### config.mk
export PLATFORM = sky130hd
export DESIGN_NAME = ps2_key_event_rx_flat
export DESIGN_NICKNAME = d
export VERILOG_FILES = /design/src/rtl/ps2_key_event_rx_pkg.sv /design/src/rtl/ps2_key_event_rx_if.sv /design/src/rtl/ps2_key_event_rx_fifo.sv /design/src/rtl/ps2_key_event_rx.sv /design/src/flat_wrapper.sv
export SDC_FILE = /design/constraint.sdc
export NUM_CORES = 1
export LEC_CHECK = 0
export CORE_MARGIN = 5
export CORE_UTILIZATION = 55
export DETAILED_ROUTE_END_ITERATION = 10
export GPL_TIMING_DRIVEN = 1
export HOLD_SLACK_MARGIN = 0.05
export PLACE_DENSITY = 0.85
export SYNTH_ARGS = -nofsm -noshare
export SYNTH_HDL_FRONTEND = slang
export SYNTH_SLANG_ARGS = --single-unit
export TNS_END_PERCENT = 20
### constraint.sdc
create_clock -name CLK -period 4.8 [get_ports CLK]
set_input_delay 0.96 -clock CLK [delete_from_list [all_inputs] [get_ports CLK]]
set_output_delay 0.96 -clock CLK [all_outputs]
set_load 0.05 [all_outputs]
### src/rtl/ps2_key_event_rx_pkg.sv
// PS/2 receiver shared definitions: scan codes,
// decoder state encoding and the event record.
package ps2_pkg;

    localparam logic [7:0] PS2_EXT = 8'hE0;
    localparam logic [7:0] PS2_BRK = 8'hF0;
    localparam logic [7:0] ARROW_L = 8'h6B;
    localparam logic [7:0] ARROW_R = 8'h74;
    localparam logic [7:0] ARROW_U = 8'h75;
    localparam logic [7:0] ARROW_D = 8'h72;

    localparam int EVT_W = 10;

    typedef enum logic [1:0] {
        S_IDLE,
        S_EXT,
        S_BRK,
        S_EXT_BRK
    } dec_state_t;

    typedef struct packed {
        logic       ext;
        logic       brk;
        logic [7:0] code;
    } evt_t;

    // start low, stop high, odd parity over data+parity
    function automatic logic frame_ok(input logic [10:0] f);
        return !f[0] && f[10] && (^f[9:1]);
    endfunction

endpackage

### src/rtl/ps2_key_event_rx_if.sv
// Key event valid/ready port between the PS/2
// receiver and its consumer.
interface ps2_key_event_rx_if;

    logic       EVT_VALID;
    logic       EVT_READY;
    logic [7:0] EVT_CODE;
    logic       EVT_EXT;
    logic       EVT_BREAK;

    modport master (
        output EVT_VALID,
        output EVT_CODE,
        output EVT_EXT,
        output EVT_BREAK,
        input  EVT_READY
    );

    modport slave (
        input  EVT_VALID,
        input  EVT_CODE,
        input  EVT_EXT,
        input  EVT_BREAK,
        output EVT_READY
    );

endinterface

### src/rtl/ps2_key_event_rx_fifo.sv
// Synchronous event FIFO with extended pointers;
// a pop in the same cycle frees a slot for a write.
module evt_fifo #(
    parameter int WIDTH = 10,
    parameter int DEPTH = 8
) (
    input  logic                   clk,
    input  logic                   rst_n,
    input  logic                   push,
    input  logic [WIDTH-1:0]       wdata,
    input  logic                   pop,
    output logic [WIDTH-1:0]       rdata,
    output logic                   full,
    output logic                   empty,
    output logic [$clog2(DEPTH):0] count
);

    localparam int AW = $clog2(DEPTH);

    logic [WIDTH-1:0] mem [DEPTH];
    logic [AW:0]      wptr;
    logic [AW:0]      rptr;
    logic             do_pop;
    logic             do_push;

    assign empty   = (wptr == rptr);
    assign full    = (wptr[AW] != rptr[AW]) &&
                     (wptr[AW-1:0] == rptr[AW-1:0]);
    assign count   = wptr - rptr;
    assign do_pop  = pop && !empty;
    assign do_push = push && (!full || do_pop);
    assign rdata   = mem[rptr[AW-1:0]];

    always_ff @(posedge clk or negedge rst_n) begin
        if (!rst_n) begin
            wptr <= '0;
            rptr <= '0;
        end else begin
            if (do_push) wptr <= wptr + 1'b1;
            if (do_pop)  rptr <= rptr + 1'b1;
        end
    end

    always_ff @(posedge clk) begin
        if (do_push) mem[wptr[AW-1:0]] <= wdata;
    end

endmodule

### src/rtl/ps2_key_event_rx.sv
// PS/2 keyboard receiver: frame deserialiser, E0/F0
// prefix decoder and buffered make/break event port.
module ps2_key_event_rx
    import ps2_pkg::*;
#(
    parameter int CLK_DIV       = 250,
    parameter int TIMEOUT_TICKS = 4000,
    parameter int FIFO_DEPTH    = 8
) (
    input  logic                        CLK,
    input  logic                        RST_N,
    input  logic                        PS2_CLK,
    input  logic                        PS2_DATA,
    ps2_key_event_rx_if.master          evt,
    output logic [$clog2(FIFO_DEPTH):0] EVT_COUNT,
    output logic                        FRAME_ERR,
    output logic                        OVERFLOW,
    input  logic                        CLR_ERR
);

    localparam int DW = $clog2(CLK_DIV);
    localparam int TW = $clog2(TIMEOUT_TICKS + 1);

    logic          clk_s1, clk_s2, dat_s1, dat_s2;
    logic          prev_q;
    logic [DW-1:0] div_q;
    logic          tick, fall;
    logic [9:0]    sh_q;
    logic [10:0]   shifted;
    logic [3:0]    bcnt_q;
    logic [TW-1:0] to_q;
    logic          frm_vld_q, frm_bad_q, to_err_q;
    logic [7:0]    byte_q;

    dec_state_t    state_q, state_d;
    logic          push, dec_err, is_ext, is_brk;
    evt_t          wrec, head;
    logic [EVT_W-1:0] rdata;
    logic          full, empty, pop;

    assign tick    = (div_q == DW'(CLK_DIV - 1));
    assign fall    = prev_q && !clk_s2;
    assign shifted = {dat_s2, sh_q};

    always_ff @(posedge CLK or negedge RST_N) begin
        if (!RST_N) begin
            clk_s1 <= 1'b1;
            clk_s2 <= 1'b1;
            dat_s1 <= 1'b1;
            dat_s2 <= 1'b1;
            div_q  <= '0;
        end else begin
            clk_s1 <= PS2_CLK;
            clk_s2 <= clk_s1;
            dat_s1 <= PS2_DATA;
            dat_s2 <= dat_s1;
            div_q  <= tick ? '0 : div_q + 1'b1;
        end
    end

    always_ff @(posedge CLK or negedge RST_N) begin
        if (!RST_N) begin
            prev_q    <= 1'b1;
            sh_q      <= '0;
            bcnt_q    <= '0;
            to_q      <= '0;
            frm_vld_q <= 1'b0;
            frm_bad_q <= 1'b0;
            to_err_q  <= 1'b0;
            byte_q    <= '0;
        end else begin
            frm_vld_q <= 1'b0;
            frm_bad_q <= 1'b0;
            to_err_q  <= 1'b0;
            if (tick) begin
                prev_q <= clk_s2;
                if (fall) begin
                    sh_q <= shifted[10:1];
                    to_q <= '0;
                    if (bcnt_q == 4'd10) begin
                        bcnt_q    <= '0;
                        byte_q    <= shifted[8:1];
                        frm_vld_q <= frame_ok(shifted);
                        frm_bad_q <= !frame_ok(shifted);
                    end else begin
                        bcnt_q <= bcnt_q + 1'b1;
                    end
                end else if (bcnt_q != '0) begin
                    if (to_q == TW'(TIMEOUT_TICKS - 1)) begin
                        bcnt_q   <= '0;
                        to_q     <= '0;
                        to_err_q <= 1'b1;
                    end else begin
                        to_q <= to_q + 1'b1;
                    end
                end
            end
        end
    end

    always_ff @(posedge CLK or negedge RST_N) begin
        if (!RST_N) state_q <= S_IDLE;
        else        state_q <= state_d;
    end

    assign is_ext = (byte_q == PS2_EXT);
    assign is_brk = (byte_q == PS2_BRK);

    always_comb begin
        state_d = state_q;
        push    = 1'b0;
        dec_err = 1'b0;
        wrec    = '{ext: 1'b0, brk: 1'b0, code: byte_q};
        if (frm_bad_q) begin
            state_d = S_IDLE;
        end else if (frm_vld_q) begin
            case (state_q)
                S_IDLE: begin
                    unique case (1'b1)
                        is_ext:  state_d = S_EXT;
                        is_brk:  state_d = S_BRK;
                        default: push = 1'b1;
                    endcase
                end
                S_EXT: begin
                    unique case (1'b1)
                        is_brk:  state_d = S_EXT_BRK;
                        is_ext:  state_d = S_EXT;
                        default: begin
                            push     = 1'b1;
                            wrec.ext = 1'b1;
                            state_d  = S_IDLE;
                        end
                    endcase
                end
                S_BRK, S_EXT_BRK: begin
                    state_d = S_IDLE;
                    if (is_ext || is_brk) begin
                        dec_err = 1'b1;
                    end else begin
                        push     = 1'b1;
                        wrec.brk = 1'b1;
                        wrec.ext = (state_q == S_EXT_BRK);
                    end
                end
                default: state_d = S_IDLE;
            endcase
        end
    end

    assign pop = evt.EVT_VALID && evt.EVT_READY;

    evt_fifo #(
        .WIDTH (EVT_W),
        .DEPTH (FIFO_DEPTH)
    ) u_fifo (
        .clk   (CLK),
        .rst_n (RST_N),
        .push  (push),
        .wdata (wrec),
        .pop   (pop),
        .rdata (rdata),
        .full  (full),
        .empty (empty),
        .count (EVT_COUNT)
    );

    // empty FIFO shows an all-zero head
    assign head          = empty ? '0 : evt_t'(rdata);
    assign evt.EVT_VALID = !empty;
    assign evt.EVT_CODE  = head.code;
    assign evt.EVT_EXT   = head.ext;
    assign evt.EVT_BREAK = head.brk;

    always_ff @(posedge CLK or negedge RST_N) begin
        if (!RST_N) begin
            FRAME_ERR <= 1'b0;
            OVERFLOW  <= 1'b0;
        end else if (CLR_ERR) begin
            FRAME_ERR <= 1'b0;
            OVERFLOW  <= 1'b0;
        end else begin
            if (frm_bad_q || to_err_q || dec_err) FRAME_ERR <= 1'b1;
            if (push && full && !pop)             OVERFLOW  <= 1'b1;
        end
    end

endmodule

### src/flat_wrapper.sv
// flat-port wrapper written by rule: the top's interface ports become plain ports
module ps2_key_event_rx_flat import ps2_pkg::*;
#(
    parameter int CLK_DIV       = 250,
    parameter int TIMEOUT_TICKS = 4000,
    parameter int FIFO_DEPTH    = 8
)
  (CLK, RST_N, PS2_CLK, PS2_DATA, EVT_COUNT, FRAME_ERR, OVERFLOW, CLR_ERR, evt_EVT_VALID, evt_EVT_CODE, evt_EVT_EXT, evt_EVT_BREAK, evt_EVT_READY);
  ps2_key_event_rx_if evt_i ();
  input  logic CLK;
  input  logic RST_N;
  input  logic PS2_CLK;
  input  logic PS2_DATA;
  output logic [$clog2(FIFO_DEPTH):0] EVT_COUNT;
  output logic FRAME_ERR;
  output logic OVERFLOW;
  input  logic CLR_ERR;
  output wire logic [$bits(evt_i.EVT_VALID)-1:0] evt_EVT_VALID;
  output wire logic [$bits(evt_i.EVT_CODE)-1:0] evt_EVT_CODE;
  output wire logic [$bits(evt_i.EVT_EXT)-1:0] evt_EVT_EXT;
  output wire logic [$bits(evt_i.EVT_BREAK)-1:0] evt_EVT_BREAK;
  input wire logic [$bits(evt_i.EVT_READY)-1:0] evt_EVT_READY;
  assign evt_EVT_VALID = evt_i.EVT_VALID;
  assign evt_EVT_CODE = evt_i.EVT_CODE;
  assign evt_EVT_EXT = evt_i.EVT_EXT;
  assign evt_EVT_BREAK = evt_i.EVT_BREAK;
  assign evt_i.EVT_READY = evt_EVT_READY;
  ps2_key_event_rx #(.CLK_DIV(CLK_DIV), .TIMEOUT_TICKS(TIMEOUT_TICKS), .FIFO_DEPTH(FIFO_DEPTH)) u_core (.CLK(CLK), .RST_N(RST_N), .PS2_CLK(PS2_CLK), .PS2_DATA(PS2_DATA), .evt(evt_i), .EVT_COUNT(EVT_COUNT), .FRAME_ERR(FRAME_ERR), .OVERFLOW(OVERFLOW), .CLR_ERR(CLR_ERR));
endmodule
==> run summary <==
The flow ran to the end, and the final reports show no timing, DRC or antenna violations. The area of the die came out at around 13000 µm². The relative slew slack is between 30% and 40%. The H-tree was split into 4 levels. The proportion of power drawn by combinational gates is about a fifth.

The sink count of the clock tree is 142. The number of buffers added on ports came out at 22. The mapped netlist covers approximately 6100 µm². The most repeated library cell on the critical path is inv_1. Power spread over the standard cell area amounts to 454 nW/µm². The slack of the worst reg-to-reg path came out at 1.73 ns. Among all flip-flop cells after synthesis, the most frequent one is edfxtp_1. The worst flop-to-flop path startpoint is u_core.u_fifo.rptr[2].

Once placement finished, the instance area stood at between 6000 and 7000 µm². On the critical path, the stage with the largest delay is an instance of clkdlybuf4s50_1. The growth of design area from synthesis to finish came out at 15.9%.

The minimum clock period is about 4.2 ns. The number of warnings printed during yosys synthesis is 0. At the worst endpoint, the required time is ~3.8 ns. The transition time at the pin with the least slew margin is approximately 0.98 ns. The clock passes through at most 2 buffers.

The endpoint arrival time on the critical path is around 3.3 ns. The timing-limited maximum frequency is 236 MHz. In this run the vertical extent of the chip is ~120 µm.

The power consumption is 3190 µW. The number of global-route vias before repair came out at roughly 3600. The routed wire length on met3 came out at between 300 and 400 µm. The number of synthesized flops with an enable pin came out at 80.

The starting utilization of the core area is between 50% and 60%. The hold buffer count at cts is 0. The total vias in the final route is about 3500.

The final-report setup violation count came out at 0. The total routing usage reported by global routing is 18.3%. The ratio of cells with drive above 1 in the final layout is 18.3%. The count of endpoints failing hold in the final timing report is 0. The worst setup path is captured at an output port. After routing, the total negative slack on setup checks comes to 0 ns. Setup repair after global routing left no endpoint under its margin.

In this run the most critical hold path is launched from u_core.dat_s1. The total CTS buffers came out at 17. For this run, the register share of the synthesized area comes to between 60% and 70%.

The number of buffers and inverters on the critical path is 3. The clock tree from TritonCTS is built. Sequential cells burn 42.4% of the power. Across the routed clock network, the largest skew measured is between 0.009 and 0.01 ns. The via density per instance came out at approximately 5.8.

The total leakage power is 0.00283 µW. The total iterations of the first detailed-routing run came out at 5. For this run, the slowest stage of the critical path takes roughly 0.73 ns.

The total inserted antenna cells came out at 0. The path class of the tightest hold or removal check is flop to flop. The final standard cell area without fillers came out at around 7000 µm². The post-route met1 wirelength is around 4600 µm. The number of violations reported at the end of detailed-routing iteration 0 came out at between 150 and 200.

Dividing the detail-routed wire length by the instance count gives approximately 18 µm. In this run switching power makes up between 20% and 30% of total power. The total wire length is 10900 µm. Synthesis inferred around 140 register bits. The clock latency on the worst-skew pair came out at roughly 0.52 ns. The global-route wire length before repair came out at approximately 18000 µm. The synthesized area per cell is approximately 14 µm². At the end of routability-driven placement, the weighted congestion stood at between 0.8 and 0.9. The layout filler cell count came out at 748.

The peak ir drop on the vdd network came out at around 0.33 mV. The global-route congestion overflow total is 0. The HPWL reported at the end of detailed placement came out at 7300 µm.

The portion of the clock cycle consumed by the worst path in the final layout is between 80% and 90%. The number of antenna violations at the first check in global routing is 0. For hold timing, the worst endpoint is u_core.dat_s2. The cell internal power dissipation came out at ~2300 µW.

Of all nets on the critical path, the largest fanout is 13. The worst setup path is of the flop to output port kind. 23 I/O pins were placed. The clock transition at the register clock pins on the worst setup and hold paths after CTS is about 0.060 ns. Walking the worst path, the cells encountered are inv_1 -> ha_1 -> and4_1 -> inv_1 -> clkdlybuf4s50_1. Of the total power, the clock network draws between 30% and 40%. For this run, asynchronously set or reset flops after synthesis account for 43.7%.

After detailed routing, no signal wire sits above met4. The number of instances in the synthesized netlist came out at around 420. The worst setup path is launched from a flop. The net switching power of the design came out at 917 µW. The amount of wire on met2 after detailed routing came out at about 6000 µm. The worst register-to-register path ends at u_core.u_fifo.mem[2][0]. In this run the clock root is driven by a clkbuf_8. The post-CTS setup buffer count came out at 0. The final layout net count came out at ~470. The cell family contributing the most delay on the critical path is buffers and inverters. The antenna violation net count after detailed routing is 0. The number of instances on the worst hold path came out at 0.

The post-synthesis net count is around 440. The number of library cell types mapped by synthesis is 50. The number of gates given a new drive strength after cts is 0. The pin count of the biggest net entering global routing is 63. The number of cells traversed by the worst register-to-register path came out at 6. The core region area is 10800 µm². The max-cap violation count came out at 0.

The final-report max-slew violation count is 0. The floorplan row count came out at 38. The die width came out at around 120 µm.

The number of remaining DRC errors came out at 0.
==> kinds of logic after synthesis <==
kind of cell    Yosys count  share of synthesized area, %
compound gates           60                          5.81
xor+xnor                 19                          2.97
fa+ha+maj                12                          2.60
buf+inv                  26                          1.71
flops                   142                          65.2
mux                      40                          11.1
simple gates            120                          10.6
==> final cells by class <==
| type | count | area [µm²] | share of cell area (%) |
|---|---|---|---|
| Clock inverter | 15 | 146 | 2.08 |
| Multi-Input combinational cell | 251 | 2010 | 28.6 |
| Tap cell | 140 | 175 | 2.49 |
| Timing Repair Buffer | 29 | 268 | 3.81 |
| Clock buffer | 17 | 414 | 5.89 |
| Inverter | 15 | 56.3 | 0.801 |
| Sequential cell | 142 | 3960 | 56.3 |
==> sequential cells by signal, indices dropped and copies added (netlist names), 2 cells and up <==
signal	count
u_core.u_fifo.mem	80
u_core.to_q	12
u_core.sh_q	10
u_core.byte_q	8
u_core.div_q	8
u_core.bcnt_q	4
u_core.u_fifo.rptr	4
u_core.u_fifo.wptr	4
u_core.state_q	2
==> layer usage <==
layer,vias up,track usage (%)
met1,1773,22.1
met3,12,4.47
met2,66,31.7
met4,0,6.96
met5,-,0
li1,1656,-
==> synthesized netlist by cell type (3+ instances only) <==
library cell  number  share of area [%]
buf_2              5               0.41
nor3_1             6               0.49
a21oi_1           27                2.2
dfrtp_1           57                 24
inv_1             15               0.93
o21ai_0           17                1.4
nand2_1           38                2.4
nand4_1            5               0.52
nand3_1           15                1.2
ha_1              11                2.3
and4_1             5               0.72
mux4_2            20                7.4
dfstp_2            5                2.2
or3_1              8               0.82
clkbuf_1           5               0.31
xor2_1             5               0.72
xnor2_1           13                1.9
nor2_1            15               0.93
nand2b_1           6               0.62
nor2b_1            3               0.31
mux2_2            19                3.5
and3_1             6               0.62
edfxtp_1          80                 40
==> worst max path at each step <==
stage                          to  cells past startpoint  slack, ns                   from
global placement    evt_EVT_VALID                      5       1.23  u_core.u_fifo.rptr[2]
detailed placement  evt_EVT_VALID                      5       1.12  u_core.u_fifo.rptr[2]
floorplan           evt_EVT_BREAK                      6       1.58  u_core.u_fifo.rptr[1]
finish              evt_EVT_VALID                      5       0.57  u_core.u_fifo.rptr[2]
CTS                 evt_EVT_VALID                      5       0.56  u_core.u_fifo.rptr[2]
global route        evt_EVT_VALID                      5       0.42  u_core.u_fifo.rptr[2]
==> through the flow <==
stage                     setup slack, ns  util (%)  hold slack (ns)  instances
after floorplan                      1.58         -            0.345        419
after global placement               1.23      59.7            0.347        577
after detailed placement             1.12      59.7            0.349        577
after CTS                           0.556      64.9            0.357        609
after global routing                0.416      64.9            0.361        609
final                               0.566      64.9            0.356        609
==> power groups by stage <==
stage	registers (µW)	logic, µW	clock network, µW
after floorplan	1350	469	0
after global placement	1380	607	0
after detailed placement	1380	613	0
after CTS	1360	616	1250
after global routing	1360	651	1320
final	1350	611	1230
==> worst reg2reg max path, stage by stage (launching register included) <==
cell	delay (ns)
dfrtp_1	0.61
inv_1	0.32
ha_1	0.42
nand3_1	0.13
or3_1	0.18
nand3_1	0.22
nor2_1	0.81
==> cells in the final DEF, fill, tap and decap left out, types with 13 or more instances in the layout <==
cell type,instances
a21oi_1,27
clkbuf_16,16
clkdlybuf4s50_1,21
dfrtp_1,57
edfxtp_1,80
inv_1,15
mux2_2,19
mux4_2,20
nand2_1,38
nand3_1,15
nor2_1,15
o21ai_0,17
xnor2_1,13
(Power assumes the default switching activity.)
